File: src/rtl/ssd_decoder.sv
// Seven-segment readback decoder: filters scanned anode/cathode lines, decodes digits, frames them.
// Optional unknown-pattern error pulse enabled by defining SSD_DECODER_ERR_EN.
module ssd_decoder #(
  parameter int unsigned STABLE_CYCLES = 4
) (
  input  logic        ssd_decoder_port_clk,
  input  logic        ssd_decoder_port_rst,
  input  logic [3:0]  ssd_decoder_port_an,
  input  logic [6:0]  ssd_decoder_port_cc,
  input  logic        ssd_decoder_port_frame_ready,
  output logic [15:0] ssd_decoder_port_frame,
  output logic        ssd_decoder_port_frame_valid,
  output logic        ssd_decoder_port_overrun,
  output logic        ssd_decoder_port_err
);

  localparam logic [7:0] STABLE_C = 8'(STABLE_CYCLES);

  // Segment pattern to digit code; unknown patterns fall back to the blank code.
  function automatic logic [3:0] decode_cc(input logic [6:0] cc);
    case (cc)
      7'b0000001: decode_cc = 4'h0;
      7'b1001111: decode_cc = 4'h1;
      7'b0010010: decode_cc = 4'h2;
      7'b0000110: decode_cc = 4'h3;
      7'b1001100: decode_cc = 4'h4;
      7'b0100100: decode_cc = 4'h5;
      7'b0100000: decode_cc = 4'h6;
      7'b0001111: decode_cc = 4'h7;
      7'b0000000: decode_cc = 4'h8;
      7'b0000100: decode_cc = 4'h9;
      7'b1111111: decode_cc = 4'hA;
      7'b1100000: decode_cc = 4'hB;
      7'b0110001: decode_cc = 4'hC;
      7'b1000010: decode_cc = 4'hD;
      7'b0111010: decode_cc = 4'hE;
      7'b1011010: decode_cc = 4'hF;
      default:    decode_cc = 4'hA;
    endcase
  endfunction

  logic [3:0]  prev_an_r;
  logic [6:0]  prev_cc_r;
  logic [7:0]  cnt_r;
  logic        done_r;
  logic [15:0] slot_r;
  logic [3:0]  seen_r;
  logic [15:0] frame_r;
  logic        valid_r;
  logic        overrun_r;

  logic        sel_s;
  logic [1:0]  idx_s;
  logic        same_s;
  logic [7:0]  cnt_nxt_s;
  logic        done_nxt_s;
  logic        cap_s;
  logic [3:0]  code_s;
  logic [15:0] merged_s;
  logic [3:0]  seen_nxt_s;
  logic        complete_s;

  // Sample qualification, stability tracking and capture/merge decisions.
  always_comb begin
    sel_s      = 1'b0;
    idx_s      = 2'd0;
    cnt_nxt_s  = 8'd0;
    done_nxt_s = 1'b0;
    case (ssd_decoder_port_an)
      4'b1110: begin sel_s = 1'b1; idx_s = 2'd0; end
      4'b1101: begin sel_s = 1'b1; idx_s = 2'd1; end
      4'b1011: begin sel_s = 1'b1; idx_s = 2'd2; end
      4'b0111: begin sel_s = 1'b1; idx_s = 2'd3; end
      default: begin sel_s = 1'b0; idx_s = 2'd0; end
    endcase
    same_s = (ssd_decoder_port_an == prev_an_r) && (ssd_decoder_port_cc == prev_cc_r);
    if (!sel_s) begin
      cnt_nxt_s  = 8'd0;
      done_nxt_s = 1'b0;
    end else if (same_s) begin
      cnt_nxt_s  = (cnt_r >= STABLE_C) ? STABLE_C : cnt_r + 8'd1;
      done_nxt_s = done_r;
    end else begin
      cnt_nxt_s  = 8'd1;
      done_nxt_s = 1'b0;
    end
    cap_s    = sel_s && (cnt_nxt_s == STABLE_C) && !done_nxt_s;
    code_s   = decode_cc(ssd_decoder_port_cc);
    merged_s = slot_r;
    case (idx_s)
      2'd0:    merged_s[3:0]   = code_s;
      2'd1:    merged_s[7:4]   = code_s;
      2'd2:    merged_s[11:8]  = code_s;
      2'd3:    merged_s[15:12] = code_s;
      default: merged_s        = slot_r;
    endcase
    seen_nxt_s = seen_r | (4'b0001 << idx_s);
    complete_s = cap_s && (seen_nxt_s == 4'b1111);
  end

  // Scan tracking, slot assembly and frame handshake state.
  always_ff @(posedge ssd_decoder_port_clk or posedge ssd_decoder_port_rst) begin
    if (ssd_decoder_port_rst) begin
      prev_an_r <= 4'h0;
      prev_cc_r <= 7'h00;
      cnt_r     <= 8'd0;
      done_r    <= 1'b0;
      slot_r    <= 16'h0000;
      seen_r    <= 4'h0;
      frame_r   <= 16'h0000;
      valid_r   <= 1'b0;
      overrun_r <= 1'b0;
    end else begin
      prev_an_r <= ssd_decoder_port_an;
      prev_cc_r <= ssd_decoder_port_cc;
      cnt_r     <= cnt_nxt_s;
      done_r    <= cap_s ? 1'b1 : done_nxt_s;
      if (cap_s) begin
        slot_r <= merged_s;
        seen_r <= complete_s ? 4'h0 : seen_nxt_s;
      end else begin
        slot_r <= slot_r;
        seen_r <= seen_r;
      end
      // A completed frame is dropped rather than overwriting one still pending.
      if (complete_s) begin
        if (!valid_r || ssd_decoder_port_frame_ready) begin
          frame_r <= merged_s;
          valid_r <= 1'b1;
        end else begin
          overrun_r <= 1'b1;
        end
      end else if (valid_r && ssd_decoder_port_frame_ready) begin
        valid_r <= 1'b0;
      end else begin
        valid_r <= valid_r;
      end
    end
  end

`ifdef SSD_DECODER_ERR_EN
  logic err_r;
  logic unknown_s;

  assign unknown_s = (code_s == 4'hA) && (ssd_decoder_port_cc != 7'b1111111);

  // One-cycle pulse following capture of an unrecognised pattern.
  always_ff @(posedge ssd_decoder_port_clk or posedge ssd_decoder_port_rst) begin
    if (ssd_decoder_port_rst) begin
      err_r <= 1'b0;
    end else begin
      err_r <= cap_s && unknown_s;
    end
  end

  assign ssd_decoder_port_err = err_r;
`else
  assign ssd_decoder_port_err = 1'b0;
`endif

  assign ssd_decoder_port_frame       = frame_r;
  assign ssd_decoder_port_frame_valid = valid_r;
  assign ssd_decoder_port_overrun     = overrun_r;

endmodule

File: config.mk
export PLATFORM = sky130hd
export DESIGN_NAME = ssd_decoder
export DESIGN_NICKNAME = d
export VERILOG_FILES = /design/src/rtl/ssd_decoder.sv
export SDC_FILE = /design/constraint.sdc
export NUM_CORES = 1
export LEC_CHECK = 0
export BUFFER_PORTS_ARGS = -buffer_cell sky130_fd_sc_hd__clkbuf_2
export CAP_MARGIN = 10
export CORE_MARGIN = 2
export CORE_UTILIZATION = 63
export CTS_CLUSTER_DIAMETER = 50
export DETAILED_ROUTE_END_ITERATION = 8
export GPL_ROUTABILITY_DRIVEN = 0
export PLACE_DENSITY = 0.93
export SLEW_MARGIN = 20
export SYNTH_ARGS = -nofsm -noshare
export SYNTH_HDL_FRONTEND = slang
export SYNTH_SLANG_ARGS = --single-unit
File: constraint.sdc
create_clock -name ssd_decoder_port_clk -period 3.5 [get_ports ssd_decoder_port_clk]
set_input_delay 0.35 -clock ssd_decoder_port_clk [delete_from_list [all_inputs] [get_ports ssd_decoder_port_clk]]
set_output_delay 0.35 -clock ssd_decoder_port_clk [all_outputs]
set_load 0.005 [all_outputs]
[Yosys cells after proc, flatten, opt, wreduce, memory -nomap -nowiden]
Index checks and enable logic that the tools add are counted.
Storage, ports and cells
  bits in registers: 58
  bits in latches: 0
  memory bits (writable): 0
  ROM bits: 0
  input bits: 14
  output and inout bits: 19
  logic and storage cells: 72
  memories: 0
Cells by class
  $add $sub $neg: 1
  multipliers: 0
  divide/modulo/power cells: 0
  magnitude comparators: 1
  equal/unequal tests: 26
  shift-type cells: 1
  muxes and demuxes: 17
  bitwise gates (word level): 2
  reduce and logical (&&, ||, !) cells: 15
Operator list (count)
  4-bit case mux with 15 select lines: 1
  7-bit equality test (second input constant): 5
  7-bit by 6-bit equality test with 1-bit output (second input constant): 4
  8-bit two-way mux: 3
  4-bit two-way mux: 5
  4-bit equality test (second input constant): 4
  7-bit by 3-bit equality test with 1-bit output (second input constant): 2
  8-bit by 1-bit adder with 8-bit output (second input constant): 1
  8-bit by 3-bit equality test with 1-bit output (second input constant): 1
  8-bit by 3-bit greater-or-equal comparator with 1-bit output (second input constant): 1
  7-bit by 1-bit equality test with 1-bit output (second input constant): 1
  7-bit by 4-bit equality test with 1-bit output (second input constant): 1
  7-bit by 5-bit equality test with 1-bit output (second input constant): 1
  7-bit equality test: 1
  7-bit zero test: 1
  1-bit two-way mux: 7
  2-bit case mux with 3 select lines: 1
  2-bit AND reduction: 3
  1-bit logical AND: 5
  2-bit equality test (second input constant): 2
  4-bit by 3-bit equality test with 1-bit output (second input constant): 1
  4-bit equality test: 1
  4-bit bitwise OR: 1
  4-bit OR reduction: 1
  other kinds (8): 9

[Longest topological paths before layout]
  word-level depth: 10
  depth in mapped cells: 9
  mapped depth without buffers: 8

[Worst setup path before layout]
OpenSTA, ideal clock, no wires.
  path type: in2reg
  start point: input ssd_decoder_port_an[0]
  end point: register slot_r[4]
  library setup time: 0.125 ns
  arrival: 1.925 ns
  data required time: 3.375 ns
  path slack: 1.450 ns
  stages on the path: 9
  buffers on the path: 3
  cells stage by stage: buf_4 -> and4b_1 -> buf_6 -> a311oi_1 -> and4bb_4 -> and2_4 -> buf_12 -> nand2_4 -> mux2_4
On the way
  word-level cells in the longest chain between the ends: 7
  elaborated cells between the ends (all ways): 19
  classes of those cells: 7 x eq/ne; 7 x mux; 5 x reduce/logical
Ends and longest elaborated chain
  start, declared: line 8  | input logic [3:0] ssd_decoder_port_an,
  4-bit by 3-bit equality test with 1-bit output (tied with other cells): line 69  | case (ssd_decoder_port_an)
  4-bit OR reduction (no source line) / 1-bit logical AND (equally long branches)
  1-bit two-way mux / 8-bit two-way mux (equally long branches): line 69, 80
  8-bit two-way mux: line 77  | if (!sel_s) begin
  8-bit by 3-bit equality test with 1-bit output: line 87  | cap_s = sel_s && (cnt_nxt_s == STABLE_C) && !done_nxt_s;
  1-bit logical AND (2 in series): line 87
  end signal, assigned: line 119  | slot_r <= merged_s;
  end signal, assigned: line 122  | slot_r <= slot_r;
  end, declared: line 46  | logic [15:0] slot_r;
Parallel ways exist; a longest one is shown, timed or not.
A chain may end at the register's enable or synchronous reset.

[Worst setup path in the final report]
  start point: register prev_cc_r[4]
  end point: register frame_r[8] (netlist: ssd_decoder_port_frame[8])
On the way
  word-level cells in the longest chain between the ends: 9
  elaborated cells between the ends (all ways): 12
  classes of those cells: 2 x eq/ne; 4 x mux; 6 x reduce/logical
Ends and longest elaborated chain
  start, declared: line 43  | logic [6:0] prev_cc_r;
  start signal, assigned: line 115  | prev_cc_r <= ssd_decoder_port_cc;
  7-bit equality test (*): line 76  | same_s = (ssd_decoder_port_an == prev_an_r) && (ssd_decoder_port_cc == prev_cc_r);
  1-bit logical AND (*): line 76
  8-bit two-way mux: line 80  | end else if (same_s) begin
  8-bit two-way mux: line 77
  8-bit by 3-bit equality test with 1-bit output: line 87
  1-bit logical AND: line 87
  1-bit logical AND (*): line 87
  1-bit logical AND (*): line 98  | complete_s = cap_s && (seen_nxt_s == 4'b1111);
  2-bit AND reduction (no source line) (*)
  end signal, assigned: line 128  | frame_r <= merged_s;
  end, declared: line 48  | logic [15:0] frame_r;
Every way passes the cells marked *; elsewhere a longest branch is shown, timed or not.

==> metrics.md <==
| Metric | Value |
|---|---|
| Outcome | finished clean |
| First-pass GRT wire length | between 9 and 10 mm |
| CTS root buf | clkbuf_8 |
| Layout cells sized above 1 | about 28% |
| Startpoint types | register |
| Ports | 33 |
| FF-to-FF setup slack | about 1.2 ns |
| Multi-input logic area | 1440 µm² |
| Number of synthesized register bits | between 50 and 60 |
| Async set-reset flop share out of synthesis | 100% |
| Ant diodes | 0 |
| H-tree depth | 3 |
| Yosys synthesis warning count | 0 |
| Initial antenna violation count | 0 |
| Die Area | 5400 µm² |
| Sequential share of power | approximately half |
| Post-Syn Area per Cell | between 10 and 15 µm² |
| Fmax | about 440 MHz |
| Yosys cell types | just over 60 |
| WP data arrival | ~2.5 ns |
| Routed vias/inst | roughly 5.9 |
| Power per cell area | ~420 nW/µm² |
| Slew Viols, Final | 0 |
| R2R depth | 7 |
| EDFF count, synth | 0 |
| Fraction of the yosys area taken by sequential cells | a little under half |
| Routed WL | roughly 5.8 mm |
| Clock skew | ~0.011 ns |
| CP required | around 3.7 ns |
| Switching share of power | 22.9% |
| Final Hold Fails | 0 |
| Register area | 1450 µm² |
| Via Count | 2,101 |
| CTS Buffer Depth | 2 |
| Detailed placement HPWL | about 4.0 mm |
| Starting DRT DRC Count | about 190 |
| Worst Hold Class | input pin to async pin |
| Core Area | approximately 4700 µm² |
| Antenna-violating nets left | 0 |
| Setup TNS | 0 ns |
| Post-synth top flop | dfrtp_1 |
| Crit path time final | roughly 2.3 ns |
| Final setup fails | 0 |
| RSZ-0062 raised after global routing | false |
| Final #Nets | 312 |
| Wire length per cell | around 16 µm |
| CTS tree | done |
| Row cnt | 25 |
| Rel. slew slack | 44.2% |
| Final core occ | a little under three quarters |
| VDD IR max | about 0.00024 V |
| Gr usage total | about a quarter |
| Worst-skew pair later-pin latency | around 0.33 ns |
| P_sw | roughly 320 µW |
| Leak | about 0.0017 µW |
| Post-CTS Setup Inserts | 0 |
| Max-cap violation count | 0 |
| DRC Markers | 0 |
| Combinational share of power | between 7 and 8% |
| Vias in the first global route | around 2,000 |
| # fillers | around 310 |
| Clock share of power | between 40% and 50% |
| Initial DRT Pass Iterations | 4 |
| Internal power | ~1100 µW |
| Syn Std Cell Area | 3040 µm² |
| CTS clock-pin slew for the worst setup and hold paths | ~0.060 ns |
| Die Wd | ~74 µm |
| Period Utilization, post-route | 64.3% |
| Cts bufs inserted | 9 |
| Starting Density | about two thirds |
| Hold_buf cts | 0 |
| Crit Path Class | register to register |
| IO Port Bufs | 31 |
| CP Capture Type | register |
| Worst-margin pin slew | 0.834 ns |
| Gr ovfl total | 0 |
| Syn Inst Count | 266 |
| Pin count of the biggest net entering global routing | 36 |
| CTS sink cnt | 58 |
| CP max FO | 17 |
| Post_cts resized | 0 |
| Die height | about 74 µm |
| Area delta synth->final | 9.86% |
[per-layer routing]
layer / share of wire, % / GRT usage (%)
met1: 46 / 34.2
met2: 46 / 35.2
met3: 5.0 / 5.62
met4: 2.9 / 14.1
met5: 0 / 0
[placed cells by master, fill, tap and decap left out, drive strengths merged, types with 3 or more instances in the layout]
cell type | synthesis | layout
nor2b | 5 | 5
mux2 | 19 | 19
nand2 | 26 | 26
o21a | 3 | 3
dfrtp | 58 | 58
a21oi | 10 | 10
nor4 | 4 | 4
nand3 | 7 | 7
conb | 1 | 6
nor2 | 14 | 14
and3 | 6 | 6
xor2 | 11 | 11
o22ai | 4 | 4
and4b | 5 | 5
mux2i | 8 | 8
xnor2 | 3 | 3
inv | 6 | 6
o21ai | 15 | 15
clkbuf | 2 | 45
a21o | 4 | 4
[Yosys cell counts (6+ instances only)]
cell	count	area (µm²)
dfrtp_1	58	1450
nand2_1	23	86.3
mux2_4	14	210
nor2_1	14	52.6
o21ai_0	11	55.1
xor2_1	11	96.3
a21oi_1	10	50.1
mux2i_1	8	80.1
nand3_1	7	35.0
buf_4	6	45.0
inv_1	6	22.5
[power by group through the flow]
stage / combinational [µW] / clock, µW / sequential (µW)
floorplan: 90.7 / 0 / 698
global placement: 107 / 0 / 698
detailed placement: 110 / 0 / 699
CTS: 111 / 623 / 687
global route: 124 / 649 / 688
finish: 111 / 614 / 687
[stage by stage]
stage	total power (µW)	area (µm²)	cells	setup slack, ns	hold WS (ns)
2_1_floorplan	788	3060	271	1.45	0.381
3_3_place_gp	805	3150	339	1.04	0.464
3_5_place_dp	809	3150	339	0.976	0.463
4_1_cts	1420	3340	355	1.23	0.140
6_report	1410	3340	355	1.25	0.123
5_1_grt	1460	3340	355	1.06	0.189
[cell families after synthesis]
group | Yosys count | synth area share, %
mux | 27 | 11.4
compound gates | 51 | 11.5
fa+ha+maj | 2 | 0.822
buf+inv | 25 | 5.80
flops | 58 | 47.7
xor+xnor | 14 | 4.03
simple gates | 88 | 18.7
other cells | 1 | 0.123
[worst max-delay path, stage by stage (launching register included)]
cell      delay [ns]
dfrtp_1         0.37
xor2_1          0.16
nor4_1          0.40
and4bb_4        0.33
nand4_2         0.36
buf_4           0.33
nand2_1         0.08
o21ai_0         0.09
[final timing paths]
path | end | from
setup / recovery | ssd_decoder_port_frame[8]$_DFFE_PP0P_ | prev_cc_r[4]$_DFF_PP0_
hold reg to reg | ssd_decoder_port_frame[9]$_DFFE_PP0P_ | ssd_decoder_port_frame[9]$_DFFE_PP0P_
min in group ssd_decoder_port_clk | prev_an_r[1]$_DFF_PP0_ | ssd_decoder_port_an[1]
max in group asynchronous | prev_cc_r[3]$_DFF_PP0_ | ssd_decoder_port_rst
setup reg to reg | ssd_decoder_port_frame[8]$_DFFE_PP0P_ | prev_cc_r[4]$_DFF_PP0_
hold / removal | ssd_decoder_port_frame[9]$_DFFE_PP0P_ | ssd_decoder_port_rst
[cell type report]
type                            instances  share of cell area [%]
Clock buffer                           14                    4.86
Clock inverter                          2                    1.05
Inverter                                6                   0.673
Multi-Input combinational cell        188                    42.9
Sequential cell                        58                    43.4
Tap cell                               54                    2.02
Timing Repair Buffer                   33                    5.09
[sequential cells by signal (all words and copies together), names as in the netlist, 4 cells and up]
register                count
cnt_r                       8
prev_an_r                   4
prev_cc_r                   7
seen_r                      4
slot_r                     16
ssd_decoder_port_frame     16
Note: power is estimated with default switching activity, not from simulation.
